[config.mk]
export PLATFORM = sky130hd
export DESIGN_NAME = vram_arbiter_flat
export DESIGN_NICKNAME = d
export VERILOG_FILES = /design/src/rtl/vram_pkg.sv /design/src/rtl/vram_arbiter_if.sv /design/src/rtl/vram_wr_fifo.sv /design/src/rtl/vram_arbiter.sv /design/src/flat_wrapper.sv
export SDC_FILE = /design/constraint.sdc
export NUM_CORES = 1
export LEC_CHECK = 0
export BUFFER_PORTS_ARGS = -buffer_cell sky130_fd_sc_hd__buf_2
export CORE_UTILIZATION = 48
export CTS_CLUSTER_SIZE = 28
export DETAILED_ROUTE_END_ITERATION = 10
export PLACE_DENSITY = 0.87
export SYNTH_ARGS = -nofsm -noshare
export SYNTH_HDL_FRONTEND = slang
export SYNTH_SLANG_ARGS = --single-unit
[constraint.sdc]
create_clock -name clk25 -period 2.11 [get_ports clk25]
set_input_delay 0.5275 -clock clk25 [delete_from_list [all_inputs] [get_ports clk25]]
set_output_delay 0.5275 -clock clk25 [all_outputs]
set_load 0.02 [all_outputs]
[src/rtl/vram_pkg.sv]
// Shared definitions for the VRAM arbiter: default bus widths, the owner
// tag encoding and the RGB 3:3:3 pixel field layout.
package vram_pkg;

  localparam int AW_DEFAULT = 13;
  localparam int DW_DEFAULT = 9;

  typedef enum logic [1:0] {
    OWN_NONE = 2'd0,
    OWN_DISP = 2'd1,
    OWN_RD   = 2'd2,
    OWN_WR   = 2'd3
  } owner_t;

  // Pixel word is {R[2:0], G[2:0], B[2:0]}.
  localparam int RGB_R_MSB = 8;
  localparam int RGB_R_LSB = 6;
  localparam int RGB_G_MSB = 5;
  localparam int RGB_G_LSB = 3;
  localparam int RGB_B_MSB = 2;
  localparam int RGB_B_LSB = 0;

  function automatic logic [8:0] rgb333(input logic [2:0] r,
                                        input logic [2:0] g,
                                        input logic [2:0] b);
    return {r, g, b};
  endfunction

endpackage

[src/rtl/vram_arbiter_if.sv]
// Bus bundle between the VGA/draw clients, the arbiter and the pixel RAM.
// slave is the arbiter's view; master is the client/RAM side.
interface vram_arbiter_if
  import vram_pkg::*;
#(
  parameter int AW = AW_DEFAULT,
  parameter int DW = DW_DEFAULT,
  parameter int LW = 3
);

  logic          disp_req;
  logic [AW-1:0] disp_addr;
  logic [DW-1:0] disp_data;
  logic          disp_valid;

  logic          wr_valid;
  logic          wr_ready;
  logic [AW-1:0] wr_addr;
  logic [DW-1:0] wr_data;

  logic          rd_valid;
  logic          rd_ready;
  logic [AW-1:0] rd_addr;
  logic [DW-1:0] rd_data;
  logic          rd_rvalid;

  logic [LW-1:0] fifo_level;

  logic          mem_en;
  logic          mem_we;
  logic [AW-1:0] mem_addr;
  logic [DW-1:0] mem_wdata;
  logic [DW-1:0] mem_rdata;

  modport slave (
    input  disp_req, disp_addr,
    output disp_data, disp_valid,
    input  wr_valid, wr_addr, wr_data,
    output wr_ready,
    input  rd_valid, rd_addr,
    output rd_ready, rd_data, rd_rvalid,
    output fifo_level,
    output mem_en, mem_we, mem_addr, mem_wdata,
    input  mem_rdata
  );

  modport master (
    output disp_req, disp_addr,
    input  disp_data, disp_valid,
    output wr_valid, wr_addr, wr_data,
    input  wr_ready,
    output rd_valid, rd_addr,
    input  rd_ready, rd_data, rd_rvalid,
    input  fifo_level,
    input  mem_en, mem_we, mem_addr, mem_wdata,
    output mem_rdata
  );

endinterface

[src/rtl/vram_wr_fifo.sv]
// Posted-write FIFO for draw writes. Head entry is visible combinationally so
// a pop can drive the RAM in the same cycle; a push never bypasses to the head.
module vram_wr_fifo #(
  parameter int AW    = 13,
  parameter int DW    = 9,
  parameter int DEPTH = 4,
  localparam int PW   = $clog2(DEPTH),
  localparam int LW   = PW + 1
) (
  input  logic          clk25,
  input  logic          rst,
  input  logic          push,
  input  logic [AW-1:0] push_addr,
  input  logic [DW-1:0] push_data,
  input  logic          pop,
  output logic [AW-1:0] head_addr,
  output logic [DW-1:0] head_data,
  output logic          full,
  output logic          empty,
  output logic [LW-1:0] level
);

  localparam int EW = AW + DW;

  logic [PW-1:0] wr_ptr_reg, wr_ptr_next;
  logic [PW-1:0] rd_ptr_reg, rd_ptr_next;
  logic [LW-1:0] level_reg, level_next;
  logic          full_reg, empty_reg;
  logic          push_ok, pop_ok;
  logic [EW-1:0] entries [DEPTH];

  assign push_ok = push & ~full_reg;
  assign pop_ok  = pop & ~empty_reg;

  genvar gi;
  generate
    for (gi = 0; gi < DEPTH; gi++) begin : g_entry
      logic [EW-1:0] entry_reg;
      always_ff @(posedge clk25) begin
        if (push_ok && (wr_ptr_reg == PW'(gi))) begin
          entry_reg <= {push_addr, push_data};
        end
      end
      assign entries[gi] = entry_reg;
    end
  endgenerate

  always_comb begin
    wr_ptr_next = wr_ptr_reg;
    rd_ptr_next = rd_ptr_reg;
    level_next  = level_reg;
    if (push_ok) begin
      wr_ptr_next = wr_ptr_reg + PW'(1);
    end
    if (pop_ok) begin
      rd_ptr_next = rd_ptr_reg + PW'(1);
    end
    // Simultaneous push and pop leaves the occupancy unchanged.
    case ({push_ok, pop_ok})
      2'b10:   level_next = level_reg + LW'(1);
      2'b01:   level_next = level_reg - LW'(1);
      default: level_next = level_reg;
    endcase
  end

  always_ff @(posedge clk25 or posedge rst) begin
    if (rst) begin
      wr_ptr_reg <= '0;
      rd_ptr_reg <= '0;
      level_reg  <= '0;
      full_reg   <= 1'b0;
      empty_reg  <= 1'b1;
    end else begin
      wr_ptr_reg <= wr_ptr_next;
      rd_ptr_reg <= rd_ptr_next;
      level_reg  <= level_next;
      full_reg   <= (level_next == LW'(DEPTH));
      empty_reg  <= (level_next == '0);
    end
  end

  assign {head_addr, head_data} = entries[rd_ptr_reg];
  assign full  = full_reg;
  assign empty = empty_reg;
  assign level = level_reg;

endmodule

[src/rtl/vram_arbiter.sv]
// Single-port pixel RAM arbiter: display fetch always wins, draw writes are
// posted through a small FIFO, draw reads wait until every posted write retired.
module vram_arbiter
  import vram_pkg::*;
#(
  parameter int AW         = AW_DEFAULT,
  parameter int DW         = DW_DEFAULT,
  parameter int FIFO_DEPTH = 4
) (
  input  logic          clk25,
  input  logic          rst,
  vram_arbiter_if.slave bus
);

  localparam int LW = $clog2(FIFO_DEPTH) + 1;

  logic          fifo_push;
  logic          fifo_pop;
  logic          fifo_full;
  logic          fifo_empty;
  logic [AW-1:0] head_addr;
  logic [DW-1:0] head_data;
  logic [LW-1:0] fifo_level;

  owner_t        tag_reg, tag_next;
  logic          mem_en_next;
  logic          mem_we_next;
  logic [AW-1:0] mem_addr_next;
  logic [DW-1:0] mem_wdata_next;

  // full is registered inside the FIFO, so wr_ready reflects the start of cycle.
  assign bus.wr_ready = ~fifo_full & ~rst;
  assign bus.rd_ready = ~bus.disp_req & fifo_empty & ~rst;
  assign fifo_push    = bus.wr_valid & bus.wr_ready;

  vram_wr_fifo #(
    .AW    (AW),
    .DW    (DW),
    .DEPTH (FIFO_DEPTH)
  ) u_wr_fifo (
    .clk25     (clk25),
    .rst       (rst),
    .push      (fifo_push),
    .push_addr (bus.wr_addr),
    .push_data (bus.wr_data),
    .pop       (fifo_pop),
    .head_addr (head_addr),
    .head_data (head_data),
    .full      (fifo_full),
    .empty     (fifo_empty),
    .level     (fifo_level)
  );

  always_comb begin
    tag_next       = OWN_NONE;
    fifo_pop       = 1'b0;
    mem_en_next    = 1'b0;
    mem_we_next    = 1'b0;
    mem_addr_next  = '0;
    mem_wdata_next = '0;
    // Reset blocks every grant so the RAM sees no access while rst is high.
    if (!rst) begin
      if (bus.disp_req) begin
        tag_next = OWN_DISP;
      end else if (!fifo_empty) begin
        tag_next = OWN_WR;
      end else if (bus.rd_valid) begin
        tag_next = OWN_RD;
      end
    end
    unique case (tag_next)
      OWN_DISP: begin
        mem_en_next   = 1'b1;
        mem_addr_next = bus.disp_addr;
      end
      OWN_WR: begin
        fifo_pop       = 1'b1;
        mem_en_next    = 1'b1;
        mem_we_next    = 1'b1;
        mem_addr_next  = head_addr;
        mem_wdata_next = head_data;
      end
      OWN_RD: begin
        mem_en_next   = 1'b1;
        mem_addr_next = bus.rd_addr;
      end
      OWN_NONE: begin
      end
    endcase
  end

  always_ff @(posedge clk25 or posedge rst) begin
    if (rst) begin
      tag_reg <= OWN_NONE;
    end else begin
      tag_reg <= tag_next;
    end
  end

  assign bus.mem_en     = mem_en_next;
  assign bus.mem_we     = mem_we_next;
  assign bus.mem_addr   = mem_addr_next;
  assign bus.mem_wdata  = mem_wdata_next;
  assign bus.fifo_level = fifo_level;

  // Both consumers see the raw RAM output; each qualifies it with its own valid.
  assign bus.disp_data  = bus.mem_rdata;
  assign bus.rd_data    = bus.mem_rdata;
  assign bus.disp_valid = (tag_reg == OWN_DISP);
  assign bus.rd_rvalid  = (tag_reg == OWN_RD);

endmodule

[src/flat_wrapper.sv]
// flat-port wrapper written by rule: the top's interface ports become plain ports
module vram_arbiter_flat import vram_pkg::*;
#(
  parameter int AW         = AW_DEFAULT,
  parameter int DW         = DW_DEFAULT,
  parameter int FIFO_DEPTH = 4
)
  (clk25, rst, bus_disp_req, bus_disp_addr, bus_disp_data, bus_disp_valid, bus_wr_valid, bus_wr_addr, bus_wr_data, bus_wr_ready, bus_rd_valid, bus_rd_addr, bus_rd_ready, bus_rd_data, bus_rd_rvalid, bus_fifo_level, bus_mem_en, bus_mem_we, bus_mem_addr, bus_mem_wdata, bus_mem_rdata);
  vram_arbiter_if #(.AW(AW), .DW(DW), .LW(3)) bus_i ();
  input  logic clk25;
  input  logic rst;
  input wire logic [$bits(bus_i.disp_req)-1:0] bus_disp_req;
  input wire logic [$bits(bus_i.disp_addr)-1:0] bus_disp_addr;
  output wire logic [$bits(bus_i.disp_data)-1:0] bus_disp_data;
  output wire logic [$bits(bus_i.disp_valid)-1:0] bus_disp_valid;
  input wire logic [$bits(bus_i.wr_valid)-1:0] bus_wr_valid;
  input wire logic [$bits(bus_i.wr_addr)-1:0] bus_wr_addr;
  input wire logic [$bits(bus_i.wr_data)-1:0] bus_wr_data;
  output wire logic [$bits(bus_i.wr_ready)-1:0] bus_wr_ready;
  input wire logic [$bits(bus_i.rd_valid)-1:0] bus_rd_valid;
  input wire logic [$bits(bus_i.rd_addr)-1:0] bus_rd_addr;
  output wire logic [$bits(bus_i.rd_ready)-1:0] bus_rd_ready;
  output wire logic [$bits(bus_i.rd_data)-1:0] bus_rd_data;
  output wire logic [$bits(bus_i.rd_rvalid)-1:0] bus_rd_rvalid;
  output wire logic [$bits(bus_i.fifo_level)-1:0] bus_fifo_level;
  output wire logic [$bits(bus_i.mem_en)-1:0] bus_mem_en;
  output wire logic [$bits(bus_i.mem_we)-1:0] bus_mem_we;
  output wire logic [$bits(bus_i.mem_addr)-1:0] bus_mem_addr;
  output wire logic [$bits(bus_i.mem_wdata)-1:0] bus_mem_wdata;
  input wire logic [$bits(bus_i.mem_rdata)-1:0] bus_mem_rdata;
  assign bus_i.disp_req = bus_disp_req;
  assign bus_i.disp_addr = bus_disp_addr;
  assign bus_disp_data = bus_i.disp_data;
  assign bus_disp_valid = bus_i.disp_valid;
  assign bus_i.wr_valid = bus_wr_valid;
  assign bus_i.wr_addr = bus_wr_addr;
  assign bus_i.wr_data = bus_wr_data;
  assign bus_wr_ready = bus_i.wr_ready;
  assign bus_i.rd_valid = bus_rd_valid;
  assign bus_i.rd_addr = bus_rd_addr;
  assign bus_rd_ready = bus_i.rd_ready;
  assign bus_rd_data = bus_i.rd_data;
  assign bus_rd_rvalid = bus_i.rd_rvalid;
  assign bus_fifo_level = bus_i.fifo_level;
  assign bus_mem_en = bus_i.mem_en;
  assign bus_mem_we = bus_i.mem_we;
  assign bus_mem_addr = bus_i.mem_addr;
  assign bus_mem_wdata = bus_i.mem_wdata;
  assign bus_i.mem_rdata = bus_mem_rdata;
  vram_arbiter #(.AW(AW), .DW(DW), .FIFO_DEPTH(FIFO_DEPTH)) u_core (.clk25(clk25), .rst(rst), .bus(bus_i));
endmodule
# --- After elaboration in Yosys (flattened, before gate mapping) ---
# Index checks and enable logic that the tools add are counted.
word_totals:
  register_bits: 99
  out_inout_bits: 49
  wordCells: 56
op_classes:
  addsub: 4
  magnitude_cmp: 1
  eq_ne: 11
  muxes: 12
  bitwise: 11
  n_reduce_logical: 7
ops:
  columns: ["op", "count"]
  rows:
  - ["$bmux W22 S2", 1]
  - ["$mux W22", 2]
  - ["$pmux W13 S3", 1]
  - ["$eq A2 B2 Y1 const B", 6]
  - ["$mux W9", 1]
  - ["$eq A2 B1 Y1 const B", 4]
  - ["$mux W2", 4]
  - ["$and A1 B1 Y1", 6]
  - ["$pmux W3 S2", 1]
  - ["$add A2 B1 Y2 const B", 2]
  - ["$logic_and A1 B1 Y1", 4]
  - ["$not A1 Y1", 4]
  - ["$add A3 B1 Y3 const B", 1]
  - ["$eq A3 B3 Y1 const B", 1]
  - ["$ge A3 B3 Y1 const B", 1]
  - ["$logic_not A3 Y1", 1]
  - ["$not A2 Y3", 1]
  - ["$reduce_or A3 Y1", 1]
  - ["$sub A3 B1 Y3 const B", 1]
  - ["$logic_not A2 Y1", 1]
  - ["$mux W1", 2]

# --- Logic depth before layout (Yosys ltp) ---
logic_depth:
  word_depth: 10
  depth_mapped: 8
  depth_no_buf: 8

# --- By module ---
# Synthesis repeated with hierarchy kept, for this count alone.
hier_totals:
  hier_cells: 244
  hier_area_um2: 4290.4
modules_own_cells:
  columns: ["mod", "instances", "cells_each", "area_per_inst_um2", "seq_area_each_um2"]
  rows:
  - ["vram_wr_fifo", 1, 163, 3712.3, 2869.0]
  - ["vram_arbiter", 1, 81, 578.1, 50.0]

# --- Least setup slack after synthesis ---
# No wires, ideal clock.
synth_timing:
  kind: "in2reg"
  startpoint: "input port rst"
  endpoint: "register u_core.u_wr_fifo.full_reg, in the netlist u_core.u_wr_fifo.full"
  setup_time_ns: 0.120
  arrival_time_ns: 2.410
  required_time_ns: 1.990
  path_slack_ns: -0.420
  path_stages: 8
  cell_sequence: "nor2_1 and2_1 inv_1 ha_1 fa_1 xnor2_1 xnor2_1 a31o_2"
synth_via:
  elab_chain_len: 7
synth_lines:
  columns: ["item", "line_no", "source"]
  rows:
  - ["start, declared", "flat_wrapper.sv:11", "input logic rst;"]
  - ["$mux W2 / $not A1 Y1 (equally long branches)", "vram_arbiter.sv:62, vram_arbiter.sv:32", null]
  - ["$eq A2 B2 Y1 / $and A1 B1 Y1 (equally long branches)", "vram_arbiter.sv:71, vram_arbiter.sv:32", null]
  - ["$mux W1 / $and A1 B1 Y1 (equally long branches)", "vram_arbiter.sv:71, vram_arbiter.sv:34", null]
  - ["$and A1 B1 Y1 (on tied branches)", "vram_wr_fifo.sv:33, vram_wr_fifo.sv:32", null]
  - ["$eq A2 B1 Y1 / $eq A2 B2 Y1 (equally long branches)", "vram_wr_fifo.sv:59", "case ({push_ok, pop_ok})"]
  - ["$pmux W3 S2 (*)", "vram_wr_fifo.sv:59", null]
  - ["$eq A3 B3 Y1 (*)", "vram_wr_fifo.sv:77", "full_reg <= (level_next == LW'(DEPTH));"]
  - ["end signal, assigned", "vram_wr_fifo.sv:77", null]
  - ["end, declared", "vram_wr_fifo.sv:28", "logic full_reg, empty_reg;"]
# Every way passes the cells marked *; elsewhere a longest branch is shown, timed or not.
# A chain may end at the register's enable or synchronous reset.

# --- Worst setup path in the final report ---
layout_timing:
  startpoint: "register u_core.u_wr_fifo.rd_ptr_reg[0]"
  endpoint: "output port bus_mem_addr[7]"
layout_via:
  elab_chain_len: 5
layout_lines:
  columns: ["item", "line_no", "source"]
  rows:
  - ["start, declared", "vram_wr_fifo.sv:26", "logic [PW-1:0] rd_ptr_reg, rd_ptr_next;"]
  - ["start signal, assigned", "vram_wr_fifo.sv:75", "rd_ptr_reg <= rd_ptr_next;"]
  - ["$not A2 Y3 (not written as such)", "vram_wr_fifo.sv:82", "assign {head_addr, head_data} = entries[rd_ptr_reg];"]
  - ["$bmux W22 S2", "vram_wr_fifo.sv:82", null]
  - ["$mux W22 (not written as such) (2 in series)", "vram_wr_fifo.sv:82", null]
  - ["$pmux W13 S3", "vram_arbiter.sv:71", "unique case (tag_next)"]
  - ["end, declared", "flat_wrapper.sv:28", "output wire logic [$bits(bus_i.mem_addr)-1:0] bus_mem_addr;"]
# Every way passes these cells. The select of a mux whose other input is x is not followed.

==> results.sh <==
export IMPL_vias=2557
export IMPL_track_usage=0.1927
export IMPL_path_max_fanout=4
export IMPL_cp_slowest_cell="mux4_2"
export IMPL_critPathLaunchType="flop"
export IMPL_syn_area_um2=4340
export IMPL_setup_viol_count_final=22
export IMPL_clk_path_buf_depth=2
export IMPL_grtUsageMet3=0.04892
export IMPL_r2r_start="u_core.u_wr_fifo.empty"
export IMPL_clk_insertion_delay_late_ps=350
export IMPL_yosysSeqAreaShare=0.6725
export IMPL_violations="setup timing"
export IMPL_min_period_ps=2393
export IMPL_status="complete, but fails checks"
export IMPL_setup_tns_ps=-5333
export IMPL_viasPerCell=5.429
export IMPL_top_usage_layer="met2"
export IMPL_reg2reg_slack_ps=100
export IMPL_reg2reg_depth=7
export IMPL_pin_count=111
export IMPL_syn_inst=259
export IMPL_path_class="flop to primary output"
export IMPL_grt_max_degree=21
export IMPL_clkSinkCount=99
export IMPL_dpl_cell_count=446
export IMPL_synth_seq_cells=99
export IMPL_drt_initial_drc_count=156
export IMPL_fmax_ghz=0.4178
export IMPL_dp_slack_ps=-52.51
export IMPL_overflow=0
export IMPL_grt_pass1_wl_um=13700
export IMPL_cts_hold_buf=0
export IMPL_slew_headroom=0.8107
export IMPL_drive_gt1_frac=0.4959
export IMPL_largest_reg_flops=88
export IMPL_hold_class="input pin to async pin"
export IMPL_finalMaxSlewViolations=0
export IMPL_crit_chain="clkbuf_16 > mux4_2 > a22o_1 > buf_6"
export IMPL_first_pass_iters=5
export IMPL_postRouteAntennaNets=0
export IMPL_grt_pass1_vias=2713
export IMPL_gp_congestion=0.7353
export IMPL_io_buffers=83
export IMPL_setup_slack_ps=-283.3
export IMPL_synth_cell_types=35
export IMPL_grt_use_met2=0.3256
export IMPL_post_drt_wl_per_cell_um=19.07
export IMPL_num_rows=34
export IMPL_p_leak_nw=2.110
export IMPL_tightestPinTransition_ps=281.0
export IMPL_die_h_um=97.09
export IMPL_detailed_place_hpwl_um=5831
export IMPL_dieArea_um2=9426
export IMPL_cp_end_kind="primary output"
export IMPL_cp_data_arrival_time_ps=1870
export IMPL_skew_ps=9.441
export IMPL_postLayoutCellArea_um2=5474
export IMPL_post_route_period_util=1.134
export IMPL_core_area_um2=8721
export IMPL_rr_endpoint="u_core.u_wr_fifo.level[2]"
export IMPL_cts_tree="done"
export IMPL_htreeDepth=3
export IMPL_cts_buffers=9
export IMPL_antenna_found_initial=1
export IMPL_cts_root_buf="clkbuf_8"
export IMPL_ir_drop_mv=0.5404
export IMPL_placed_area_um2=4962
export IMPL_start_util=0.4977
export IMPL_synth_avg_cell_area_um2=16.76
export IMPL_hold_viol=0
export IMPL_power_density_nw_per_um2=1119
export IMPL_rsz0062_at_grt="yes"
export IMPL_path_clk_slew_ps=100
export IMPL_max_stage_delay_ps=500
export IMPL_synth_nets=327
export IMPL_die_w_um=97.09
export IMPL_fin_util=0.6277
export IMPL_met1_usage=0.2376
export IMPL_fillerInstances=592
export IMPL_area_growth_pct=26.12
export IMPL_final_cells=471
export IMPL_yosys_warnings=0
export IMPL_drc=0
export IMPL_max_cap_violations=0
export IMPL_fin_nets=426
export IMPL_cp_required_ps=1580
export IMPL_diodes=0
export IMPL_drt_wl_total_um=8980
## worst max-delay path: cells and delay by family (launching register included)
kind                   cells  cell delay (ps)
buffers and inverters      2              310
flip-flops                 1              470
AO/OA/AOI/OAI              1              240
multiplexers               1              500
## where the power goes
part / internal (W) / switching [W]
clock network: 0.000678 / 0.000635
logic: 0.00122 / 0.000990
registers: 0.00243 / 0.000169
## layout make-up
cell class,count,area (um2),share of cell area
clock inverters,7,101.3,0.01851
clock buffers,9,123.9,0.02263
multi-input cells,121,1219,0.2226
flip-flops and latches,99,2920,0.5335
well taps,108,135.1,0.02469
repair buffers,121,952.2,0.1739
inverters,6,22.52,0.004114
## synth_stat cells
| library cell | number | area share |
|---|---|---|
| a31oi_1 | 1 | 0.0014 |
| and2_1 | 10 | 0.014 |
| nor4bb_1 | 1 | 0.0023 |
| nand2_1 | 14 | 0.012 |
| a211oi_1 | 1 | 0.0017 |
| buf_12 | 1 | 0.0046 |
| mux2_2 | 2 | 0.0052 |
| buf_2 | 4 | 0.0046 |
| buf_4 | 18 | 0.031 |
| nor2b_1 | 2 | 0.0029 |
| and3_1 | 5 | 0.0072 |
| dfstp_2 | 1 | 0.0061 |
| nor3b_1 | 1 | 0.0017 |
| ha_1 | 5 | 0.014 |
| dfrtp_1 | 10 | 0.058 |
| nor3_2 | 1 | 0.0023 |
| a21oi_1 | 2 | 0.0023 |
| nand3_1 | 13 | 0.015 |
| clkbuf_1 | 6 | 0.0052 |
| fa_1 | 1 | 0.0046 |
| xnor2_1 | 5 | 0.010 |
| a22o_1 | 13 | 0.026 |
| o21ai_0 | 13 | 0.015 |
| mux4_2 | 17 | 0.088 |
| nor2_1 | 2 | 0.0017 |
| edfxtp_1 | 88 | 0.61 |
| buf_1 | 2 | 0.0017 |
| a31o_2 | 1 | 0.0020 |
| nor3_1 | 3 | 0.0035 |
| o21a_1 | 1 | 0.0017 |
| mux4_1 | 5 | 0.030 |
| xor2_1 | 1 | 0.0020 |
| buf_6 | 2 | 0.0052 |
| inv_1 | 6 | 0.0052 |
| or2_1 | 1 | 0.0014 |
## per-stage QoR
stage | hold slack, ps | power, W
after detailed placement | 577.9 | 0.004526
after floorplan | 533.9 | 0.003979
after CTS | 322.1 | 0.006084
final | 337.6 | 0.006127
after global routing | 335.6 | 0.006425
after global placement | 549.5 | 0.004452
## timing repair
| item | CTS | global route |
|---|---|---|
| gates cloned | 1 | 3 |
| resized for setup | 46 | 22 |
| pin swaps | 8 | 13 |
| setup buffers | 4 | 2 |
| setup endpoints to repair | 22 | 23 |
## cells in the final DEF (no fill, tap or decap), drive strengths merged
| master | n |
|---|---|
| a211oi | 1 |
| a21oi | 2 |
| a22o | 13 |
| a31o | 1 |
| a31oi | 1 |
| and2 | 10 |
| and3 | 5 |
| buf | 119 |
| bufinv | 2 |
| clkbuf | 11 |
| clkinv | 4 |
| dfrtp | 10 |
| dfstp | 1 |
| edfxtp | 88 |
| fa | 1 |
| ha | 5 |
| inv | 7 |
| mux2 | 2 |
| mux4 | 22 |
| nand2 | 14 |
| nand3 | 13 |
| nor2 | 2 |
| nor2b | 2 |
| nor3 | 4 |
| nor3b | 1 |
| nor4bb | 1 |
| o21a | 1 |
| o21ai | 13 |
| or2 | 1 |
| xnor2 | 5 |
| xor2 | 1 |
## worst max path at each step
stage,endpoint,depth (start not counted),slack (ps),start
2_1_floorplan,u_core.u_wr_fifo.level[2],8,-10,rst
3_3_place_gp,bus_mem_addr[12],6,10,bus_rd_valid
3_5_place_dp,u_core.u_wr_fifo.level[2],9,-50,rst
4_1_cts,bus_mem_addr[5],4,-290,u_core.u_wr_fifo.rd_ptr_reg[0]
5_1_grt,bus_mem_wdata[0],5,-350,u_core.u_wr_fifo.rd_ptr_reg[0]
6_report,bus_mem_addr[7],4,-280,u_core.u_wr_fifo.rd_ptr_reg[0]
## routing by layer
| layer | vias up | routed length, um |
|---|---|---|
| met5 | - | 11 |
| met4 | 2 | 235 |
| met3 | 21 | 475 |
| met2 | 87 | 4755 |
| met1 | 1268 | 3503 |
| li1 | 1179 | - |
## kinds of logic after synthesis
family                     synth area share
buffers and inverters               0.05765
and+or+nand+nor                     0.06457
DFF                                  0.6725
adders and majority gates           0.01903
muxes                                0.1237
xor gates and xnor gates            0.01211
AOI/OAI and AO/OA                   0.05045
(Power assumes the default switching activity.)
